===== src/rtl/mini_frame_mult_pkg.sv =====
// Shared types and constants for the Mini_Frame sequential multiplier.
// Holds the FSM state type and the default operand/product widths.
package mini_frame_mult_pkg;

   localparam int WIDTH_DEF = 8;
   localparam int PROD_W    = 2 * WIDTH_DEF;

   typedef enum logic {
      IDLE = 1'b0,
      RUN  = 1'b1
   } state_t;

endpackage


===== src/rtl/mini_frame_cond_adder.sv =====
// Conditional adder for the accumulate step: sum = en ? a + b : a.
// Purely combinational; the caller guarantees no carry-out is needed.
module mini_frame_cond_adder
   import mini_frame_mult_pkg::*;
#(
   parameter int W = PROD_W
) (
   input  logic         i_en,
   input  logic [W-1:0] i_a,
   input  logic [W-1:0] i_b,
   output logic [W-1:0] o_sum
);

   // Add the shifted multiplicand only when the current multiplier bit is set
   always_comb begin
      o_sum = i_a;
      if (i_en) begin
         o_sum = i_a + i_b;
      end
   end

endmodule


===== src/rtl/mini_frame_seq_multiplier.sv =====
// Sequential shift-and-add unsigned multiplier, one partial product per clock.
// Fixed WIDTH-cycle run, then F is updated together with a one-cycle done pulse.
module mini_frame_seq_multiplier
   import mini_frame_mult_pkg::*;
#(
   parameter int WIDTH = WIDTH_DEF
) (
   input  logic               clk1,
   input  logic               rst_n,
   input  logic               start,
   input  logic [WIDTH-1:0]   A,
   input  logic [WIDTH-1:0]   B,
   output logic [2*WIDTH-1:0] F,
   output logic               busy,
   output logic               done
);

   localparam int PW = 2 * WIDTH;
   localparam int CW = $clog2(WIDTH);
   localparam logic [CW-1:0] LAST = CW'(WIDTH - 1);

   state_t          r_state;
   logic [PW-1:0]   r_acc;
   logic [PW-1:0]   r_mcand;
   logic [WIDTH-1:0] r_mplr;
   logic [CW-1:0]   r_count;
   logic [PW-1:0]   r_f;
   logic            r_busy;
   logic            r_done;

   state_t          w_state_nxt;
   logic [PW-1:0]   w_acc_nxt;
   logic [PW-1:0]   w_mcand_nxt;
   logic [WIDTH-1:0] w_mplr_nxt;
   logic [CW-1:0]   w_count_nxt;
   logic [PW-1:0]   w_f_nxt;
   logic            w_busy_nxt;
   logic            w_done_nxt;
   logic [PW-1:0]   w_sum;

   mini_frame_cond_adder #(
      .W (PW)
   ) u_add (
      .i_en  (r_mplr[0]),
      .i_a   (r_acc),
      .i_b   (r_mcand),
      .o_sum (w_sum)
   );

   // Next-state and datapath update; the final add result goes straight to F
   always_comb begin
      w_state_nxt = r_state;
      w_acc_nxt   = r_acc;
      w_mcand_nxt = r_mcand;
      w_mplr_nxt  = r_mplr;
      w_count_nxt = r_count;
      w_f_nxt     = r_f;
      w_busy_nxt  = r_busy;
      w_done_nxt  = r_done;
      unique case (r_state)
         IDLE: begin
            w_done_nxt = 1'b0;
            if (start) begin
               w_mcand_nxt = {{WIDTH{1'b0}}, A};
               w_mplr_nxt  = B;
               w_acc_nxt   = '0;
               w_count_nxt = '0;
               w_busy_nxt  = 1'b1;
               w_state_nxt = RUN;
            end
         end
         RUN: begin
            w_acc_nxt   = w_sum;
            w_mcand_nxt = r_mcand << 1;
            w_mplr_nxt  = r_mplr >> 1;
            w_count_nxt = r_count + CW'(1);
            if (r_count == LAST) begin
               w_f_nxt     = w_sum;
               w_done_nxt  = 1'b1;
               w_busy_nxt  = 1'b0;
               w_state_nxt = IDLE;
            end
         end
         default: begin
            w_state_nxt = IDLE;
         end
      endcase
   end

   // State and datapath registers; reset aborts any run with no done pulse
   always_ff @(posedge clk1 or negedge rst_n) begin
      if (!rst_n) begin
         r_state <= IDLE;
         r_acc   <= '0;
         r_mcand <= '0;
         r_mplr  <= '0;
         r_count <= '0;
         r_f     <= '0;
         r_busy  <= 1'b0;
         r_done  <= 1'b0;
      end else begin
         r_state <= w_state_nxt;
         r_acc   <= w_acc_nxt;
         r_mcand <= w_mcand_nxt;
         r_mplr  <= w_mplr_nxt;
         r_count <= w_count_nxt;
         r_f     <= w_f_nxt;
         r_busy  <= w_busy_nxt;
         r_done  <= w_done_nxt;
      end
   end

   assign F    = r_f;
   assign busy = r_busy;
   assign done = r_done;

endmodule


===== config.mk =====
export PLATFORM = sky130hd
export DESIGN_NAME = mini_frame_seq_multiplier
export DESIGN_NICKNAME = d
export VERILOG_FILES = /design/src/rtl/mini_frame_mult_pkg.sv /design/src/rtl/mini_frame_cond_adder.sv /design/src/rtl/mini_frame_seq_multiplier.sv
export SDC_FILE = /design/constraint.sdc
export NUM_CORES = 1
export LEC_CHECK = 0
export CAP_MARGIN = 20
export CORE_MARGIN = 1.5
export CORE_UTILIZATION = 45
export CTS_BUF_LIST = sky130_fd_sc_hd__clkbuf_4 sky130_fd_sc_hd__clkbuf_8
export CTS_CLUSTER_DIAMETER = 30
export CTS_CLUSTER_SIZE = 25
export DETAILED_ROUTE_END_ITERATION = 7
export PLACE_DENSITY_LB_ADDON = 0.08
export SYNTH_ARGS = -nofsm -noshare
export SYNTH_HDL_FRONTEND = slang
export SYNTH_SLANG_ARGS = --single-unit

===== constraint.sdc =====
create_clock -name clk1 -period 7.4 [get_ports clk1]
set_clock_uncertainty 0.05 [all_clocks]
set_input_delay 0.74 -clock clk1 [delete_from_list [all_inputs] [get_ports clk1]]
set_output_delay 0.74 -clock clk1 [all_outputs]
set_load 0.01 [all_outputs]

==> results of run 1 <==
-- layer usage --
metal	wire length (um)	global-route usage [%]
met1	3630	31.3
met2	2790	26.4
met3	304	3.39
met4	113	9.38
met5	0	0
-- state kept, by name, indices dropped and copies added, names as in the netlist --
name     count
F           16
r_acc       16
r_mcand     16
r_mplr       8
r_count      3
busy         1
done         1
r_state      1
-- path summary, 6_finish.rpt --
| check | start | to | slack (ns) | depth (start not counted) |
|---|---|---|---|---|
| worst max-delay path | r_mplr[0] | r_acc[4] | 4.71 | 5 |
| min in group asynchronous | rst_n | F[1] | 0.52 | 2 |
| worst max register to register | r_mplr[0] | r_acc[4] | 4.71 | 5 |
| worst min register to register | F[7] | F[7] | 0.42 | 2 |
| worst min-delay path | F[7] | F[7] | 0.42 | 2 |
| max in group asynchronous | rst_n | r_mcand[12] | 6.26 | 2 |
-- cell type report --
cell class                 count  area (um2)  share of cell area [%]
inverter                       8        30.0                   0.776
clock inverter                 1        5.00                   0.129
clock buffer                  14         174                    4.49
tap                           96         120                    3.10
timing repair buffer          40         385                    9.95
multi-input combinational    247        1610                    41.5
sequential                    62        1550                    40.1
-- layout by cell type (no fill, tap or decap), types with 2 or more instances in the layout --
cell,netlist,layout
o21bai_1,2,2
o21ai_0,35,35
clkdlybuf4s50_1,0,35
and2_1,2,2
o21ai_1,3,3
xnor2_1,8,8
xor2_1,5,5
inv_1,8,8
a21oi_1,27,27
mux2i_1,22,22
a21o_1,3,3
a22o_1,16,16
o31ai_1,2,2
ha_1,17,17
nand3_1,4,4
nand2_1,55,55
clkbuf_8,0,11
o211ai_1,2,2
o21a_1,2,2
nor2_1,22,22
clkbuf_4,0,3
a211oi_1,3,3
dfrtp_1,62,62
buf_4,0,4
-- cells by family after synthesis --
group,synth area share [%]
AND/OR/NAND/NOR,11.4
buffers and inverters,2.92
XOR/XNOR,3.50
flip-flops,47.7
adder cells (fa/ha/maj),7.16
AO/OA/AOI/OAI,20.2
multiplexers,7.12
-- power groups by stage --
stage	combinational, W	clock [W]	sequential, W
global placement	0.000692	0	0.000589
detailed placement	0.000699	0	0.000591
CTS	0.000702	0.000278	0.000587
floorplan	0.000485	0	0.000575
finish	0.000703	0.000273	0.000586
global route	0.000795	0.000295	0.000606
-- worst min-delay path, stage by stage, from the launching register on --
cell	delay [ns]
dfrtp_1	0.34
nand2_1	0.05
nand2_1	0.04
-- through the flow --
step,total power [W],area (um2),hold WS [ns]
finish,0.00156,3870,0.417
global route,0.00170,3870,0.447
CTS,0.00157,3860,0.420
detailed placement,0.00129,3680,0.406
global placement,0.00128,3680,0.400
floorplan,0.00106,3250,0.394
==> results.txt, run 1 <==
Dividing the synthesized area by the synthesized cell count gives 9.74 um2. At the end of routability-driven placement, the weighted congestion stood at 0.906. The first TritonRoute pass finished after 4 iterations. The clock passes through at most 2 buffers. The starting utilization of the core area is 47.1%, and the number of warnings issued by yosys is 0. The routed layout has 2484 vias. The share of total power dissipated in sequential elements is 37.5%. The standard cell with the maximum stage delay on the critical path is dfrtp_1. Max-cap violations in this run came to 0.

Summed over all layers, the global routing overflow is 0. After detailed routing, the number of vias per cell comes to 5.31. The count of buffering cells on the critical path with inverters included works out to 2. Walking the worst path, the cells encountered are inv_1 -> nor2_1 -> a21oi_1 -> buf_4 -> a22o_1.

The relative contribution of the clock network to total power was 17.5%. The min-delay analysis places its worst path in the category reg2reg. The share of Yosys cell area claimed by the top area cell type was 47.7%; the relative max-transition margin was 47.1%.

The gate count after technology mapping was 334; the quantity of I/O buffers inserted on ports was 36. The final HPWL from detailed placement is 4710 um. After the last flow step, the layout net total stands at 405. Of all nets on the critical path, the largest fanout is 17. The logs give 11500 um for the global-route wire length before repair and 7.57 ns for the required time at the worst-slack endpoint.

The repair_antennas step left the layout with diodes totalling 0. The total placed cells including tap cells is 452, and the distinct cell type count after synthesis is 40. Entering global routing, the biggest net connects 63 pins. From left edge to right edge, the die measures 88.0 um.

From bottom edge to top edge, the die measures 88.0 um. The tools report the count of placed standard cells in the final layout, fillers left out as 468. The run gives 0.000617 W as the switching component of the power. The CTS root buffer was clkbuf_8. The count of nets left with antenna violations once routing finished came out at 0. For the data arrival time of the worst path, the log shows 2.86 ns. The routed wire length per instance came out at 14.6 um. The clock reaches the later pin of the worst-skew pair after 0.33 ns.

STA classifies the critical path startpoint as a register. Summing the sequential cell areas from Yosys gives 47.7% of the chip area. The cell family with the largest share of critical-path delay is flip-flops. The clock period minus worst slack is 2.69 ns. In this run the core area contains 30 standard-cell rows. The worst setup path is captured at a register.

The cell area that synthesis handed to floorplanning was 3250 um2. The tools report the area of the die as 7750 um2. The run finished with clean final reports. Hold repair after CTS inserted 0 buffers. Setup violations remaining at the end of the flow were counted as 0. The most numerous cell in the Yosys netlist is dfrtp_1. By count the netlist is led by dfrtp_1 (62), nand2_1 (55), o21ai_0 (35), a21oi_1 (27). The internal portion of the total power is 0.000946 W.

On the worst path, the slowest cell contributes a delay of 0.79 ns. The run gives 6840 um as the post-detailed-routing wire length. The worst slack at placement is 4.59 ns. Dividing total power by cell area gives a power density of 404 nW/um2.

The filler cell count is 656, and the number of antenna violations at the first check in global routing is 0. Highest clock rate: 0.372 GHz. In the post-synthesis netlist, the biggest area contributors are dfrtp_1 (48%), mux2i_1 (6.8%), ha_1 (6.5%), nand2_1 (6.3%), o21ai_0 (5.4%). Among all flip-flop cells after synthesis, the most frequent one is dfrtp_1. Transition time at the pin with the least slew margin: 0.791 ns.

When the netlist entered floorplanning its net count stood at 371. The core region is 6910 um2. The H-tree generated during clock tree synthesis spans 3 levels. The worst path setup slack after routing came out at 4.71 ns. The number of buffers added by the clock tree synthesis step is 9, and the buffer count from post-CTS setup fixing is 0.

The layout overhead on the synthesized area came out at 19.0%. The total negative setup slack is 0 ns. Setup repair after global routing left no endpoint under its margin.

The leakage power total is 1.79 nW, and the async set-reset flop share out of synthesis is 100%. Number of pins with negative max-slew slack in the final report: 0. In the routed design, unresolved DRC markers number 0.

For this design, the sink count on the clock tree is 62. For this run, the share of the core covered by cells in the final layout is 56.1%. VDD sags by at most 0.244 mV. For this design the top-level I/O count stands at 37.

TritonCTS built the clock tree. The number of synthesized flops with an enable pin works out to 0. The clock transition at the register clock pins on the worst setup and hold paths after CTS is 0.07 ns. The tools report the share of total power in combinational logic as 45.0%.

The critical path is of the reg2reg type. The total of cells resized after clock tree synthesis came out at 0. The switching fraction of total power is 39.5%. In the finished design, the share of the clock period the worst path needs comes to 36.3%.

The tools report the count of endpoints failing hold in the final timing report as 0. Counting flops and latches in the post-synthesis netlist gives 62. Global routing used 20.0% of the available tracks.

The biggest area contributor in the post-synthesis netlist is dfrtp_1. Of the cells placed in the final design, the portion with a size suffix greater than 1 is 6.99%. After the first detailed-routing iteration, the DRC count stood at 122. The tools report the number of global-route vias before repair as 2301.
Note: power is estimated with default switching activity, not from simulation.
==> inputs of run 2 (changes only) <==
==> constraint.sdc (replaced) <==
create_clock -name clk1 -period 2.2 [get_ports clk1]
set_clock_uncertainty 0.05 [all_clocks]
set_input_delay 0.22 -clock clk1 [delete_from_list [all_inputs] [get_ports clk1]]
set_output_delay 0.22 -clock clk1 [all_outputs]
set_load 0.01 [all_outputs]
==> run 2 against run 1 <==
  * The flow now finishes with violations (setup timing)
  * First-iteration DRC count is 48% higher
  * Design area is 12% higher
  * Register-to-register slack got worse by 4.8 ns
  * Sequential cell count is the same
  * Critical path depth up 4
  * Final cell count increased by 7.7%
  * Worst setup slack worse by 4.8 ns
  * Global-route usage increased by 1.3 points
  * Combinational power grew to 4.2 times the previous value
  * Clock-buffer cell count is 5 lower
  * Critical endpoint is now F[14]
  * Largest cell class unchanged
  * Largest power group unchanged
  * Highest routed layer unchanged
==> results.txt, run 2 (synthesis results as in run 1) <==
The flow ran to the end, but the final reports show violations. The final reports fail on setup timing. In the routed design, unresolved DRC markers number 0.

Traced cell by cell, the critical path runs through ha_2 -> fa_2 -> a211oi_2 -> o21a_1 -> or4_4 -> o211ai_4 -> a31oi_4 -> mux2i_1 -> a211oi_2. Setup repair after global routing could not meet its margin everywhere. The worst path in the final design needs a cycle of 2.24 ns, including I/O delays and setup.

The run gives 67.0% as the relative max-transition margin. The post-route netlist has 19.9% of its cells at a drive strength greater than 1. The worst register-to-register path begins at r_acc[0]. The total setup violations reported at the end of the flow is 1.

Clock tree synthesis found a total of 62 sinks. For the number of pins with negative max-slew slack in the final report, the log shows 0. Dividing total power by cell area gives a power density of 1360 nW/um2. The first TritonRoute pass finished after 4 iterations. The cell type with the highest occurrence count on the critical path was a211oi_2. Along the worst path, the maximum fanout reaches 2.

The count of placed standard cells in the final layout, fillers left out came out at 504. STA classifies the critical path endpoint as a register. The setup slack of the most critical reg-to-reg path is -0.04 ns, and the final RePlAce weighted congestion is 0.916. The quantity of I/O buffers inserted on ports was 36. Once the floorplan was initialized, standard cells occupied 47.1% of the core. The aggregate global routing overflow was 0. TritonCTS built the clock tree. The period utilization works out to 102%. The tools report the post-detailed-routing wire length as 7560 um. The vertical extent of the die was 88.0 um. The tools report the count of endpoints failing hold in the final timing report as 0.

The worst setup path is of the reg2reg kind. At the pin with the least slew margin, the transition time is 0.495 ns. Based on the critical path, the design can be clocked at up to 0.445 GHz.

The floorplan row count is 30, and the logic depth of the worst register-to-register path is 9. The worst setup path is launched from a register. The post-layout utilization of the core was 62.6%; the number of vias in the routed layout was 2649. Across the VDD grid, the largest voltage drop is 0.901 mV.

For this design the static power due to leakage is 1.95 nW. The library cell used most frequently in the layout, excluding fill and tap cells, is dfrtp_1. Across the run, the number of max-cap violations was 0.

The floorplan step set the die width to 88.0 um. The tools report the worst path setup slack after routing as -0.0448 ns. After detailed routing, the number of vias per cell comes to 5.26. The number of placed instances, taps included, is 483.

The run gives 2.42 ns as the required time at the worst-slack endpoint. The tools report the number of global-route vias before repair as 2570. Summed over all nets, the half-perimeter wirelength after detailed placement is 5130 um. The first routing iteration left 180 violations. The first global-routing pass estimated 12400 um of wire.

Clock-pin slew was measured on the worst setup and hold paths at 0.08 ns. In this run the count of I/O pins placed on the die edge is 37. The tools report the number of antenna violations at the first check in global routing as 0. The core region area came out at 6910 um2. Number of nets still failing antenna checks after routing: 0.

In this run the deepest clock path goes through 2 buffers. The number of antenna diodes in the final layout is 0. The count of buffering cells on the critical path with inverters included is 0. In this run the critical register-to-register path is captured at F[14]. The tools report the maximum number of pins on one net before global-route repair as 63. The CTS root buffer was clkbuf_8.

TritonCTS created 9 clock buffers. Leaving out fill and tap cells, the most frequent cells in the layout are dfrtp_1 (61), nand2_1 (55), buf_4 (36). The layout overhead on the synthesized area was 33.0%. The slowest stage of the critical path belongs to the cell or4_4.

At the worst endpoint, the arrival time is 2.46 ns. The tools report the overall fraction of global-route tracks in use as 21.2%. The cell family with the largest share of critical-path delay is compound AO/OA/AOI/OAI gates. For this run, the slowest stage of the critical path takes 0.49 ns. In the final routed layout, each cell accounts on average for 15.0 um.

The tools report the number of levels in the clock H-tree as 3. Type of the most critical hold path: in2async. The tools report the clock insertion delay at the later pin of the skew report as 0.35 ns. The die covers 7750 um2. The net count of the finished layout is 440.
==> run 2: how the worst max path moves through the flow <==
stage / from / endpoint / slack, ns / cells after the start
final: r_acc[0] / F[14] / -0.04 / 9
after global routing: r_acc[0] / F[14] / -0.11 / 9
after CTS: r_mcand[0] / F[14] / -0.02 / 9
after detailed placement: r_acc[0] / F[14] / -0.07 / 9
after global placement: r_acc[0] / F[15] / -0.05 / 9
after floorplan: r_acc[0] / F[14] / -0.008 / 9
==> run 2: final cells by class <==
type,count,area (um2)
fillers,628,2580
multi-input cells,247,1760
flip-flops and latches,62,1550
repair buffers,75,667
clock buffers,9,124
well taps,96,120
clock inverters,7,75.1
inverters,8,30.0
==> run 2: worst register-to-register path, cell delays in order, from the launching register on <==
cell	delay [ns]
dfrtp_1	0.36
ha_2	0.20
fa_2	0.22
a211oi_2	0.07
o21a_1	0.19
or4_4	0.49
o211ai_4	0.12
a31oi_4	0.14
mux2i_1	0.15
a211oi_2	0.19
==> run 2: power breakdown <==
| group | switching [W] | leakage [nW] | internal (W) |
|---|---|---|---|
| logic | 0.00149 | 1.06 | 0.00145 |
| registers | 0.000364 | 0.802 | 0.00160 |
| clock network | 0.000476 | 0.0914 | 0.000523 |
| total | 0.00233 | 1.95 | 0.00358 |
==> run 2: what timing repair did <==
item                                    4_1_cts  5_1_grt
resized for setup                             8       16
endpoints found under the setup margin       11       17
pin swaps                                     5        4
hold buffers                                  1        0
buffers inserted                              2        2
endpoints found under the hold margin        62        0
==> run 2: per-stage QoR <==
stage	total power (W)	setup TNS [ns]	hold slack, ns	worst slack, ns	cell area [um2]
2_1_floorplan	0.00357	-0.00793	-0.126	-0.00793	3260
3_5_place_dp	0.00465	-0.341	0.208	-0.0710	3940
5_1_grt	0.00636	-0.718	0.409	-0.108	4320
6_report	0.00590	-0.0448	0.366	-0.0448	4320
3_3_place_gp	0.00459	-0.147	0.207	-0.0511	3940
4_1_cts	0.00574	-0.0173	0.377	-0.0173	4210
==> run 2: routing by layer <==
metal | GRT usage, % | vias to the layer above | wire, um
met5 | 0 | - | 0
li1 | - | 1321 | -
met3 | 5.56 | 14 | 279
met4 | 7.81 | 0 | 144
met2 | 32.1 | 44 | 3370
met1 | 29.4 | 1270 | 3770
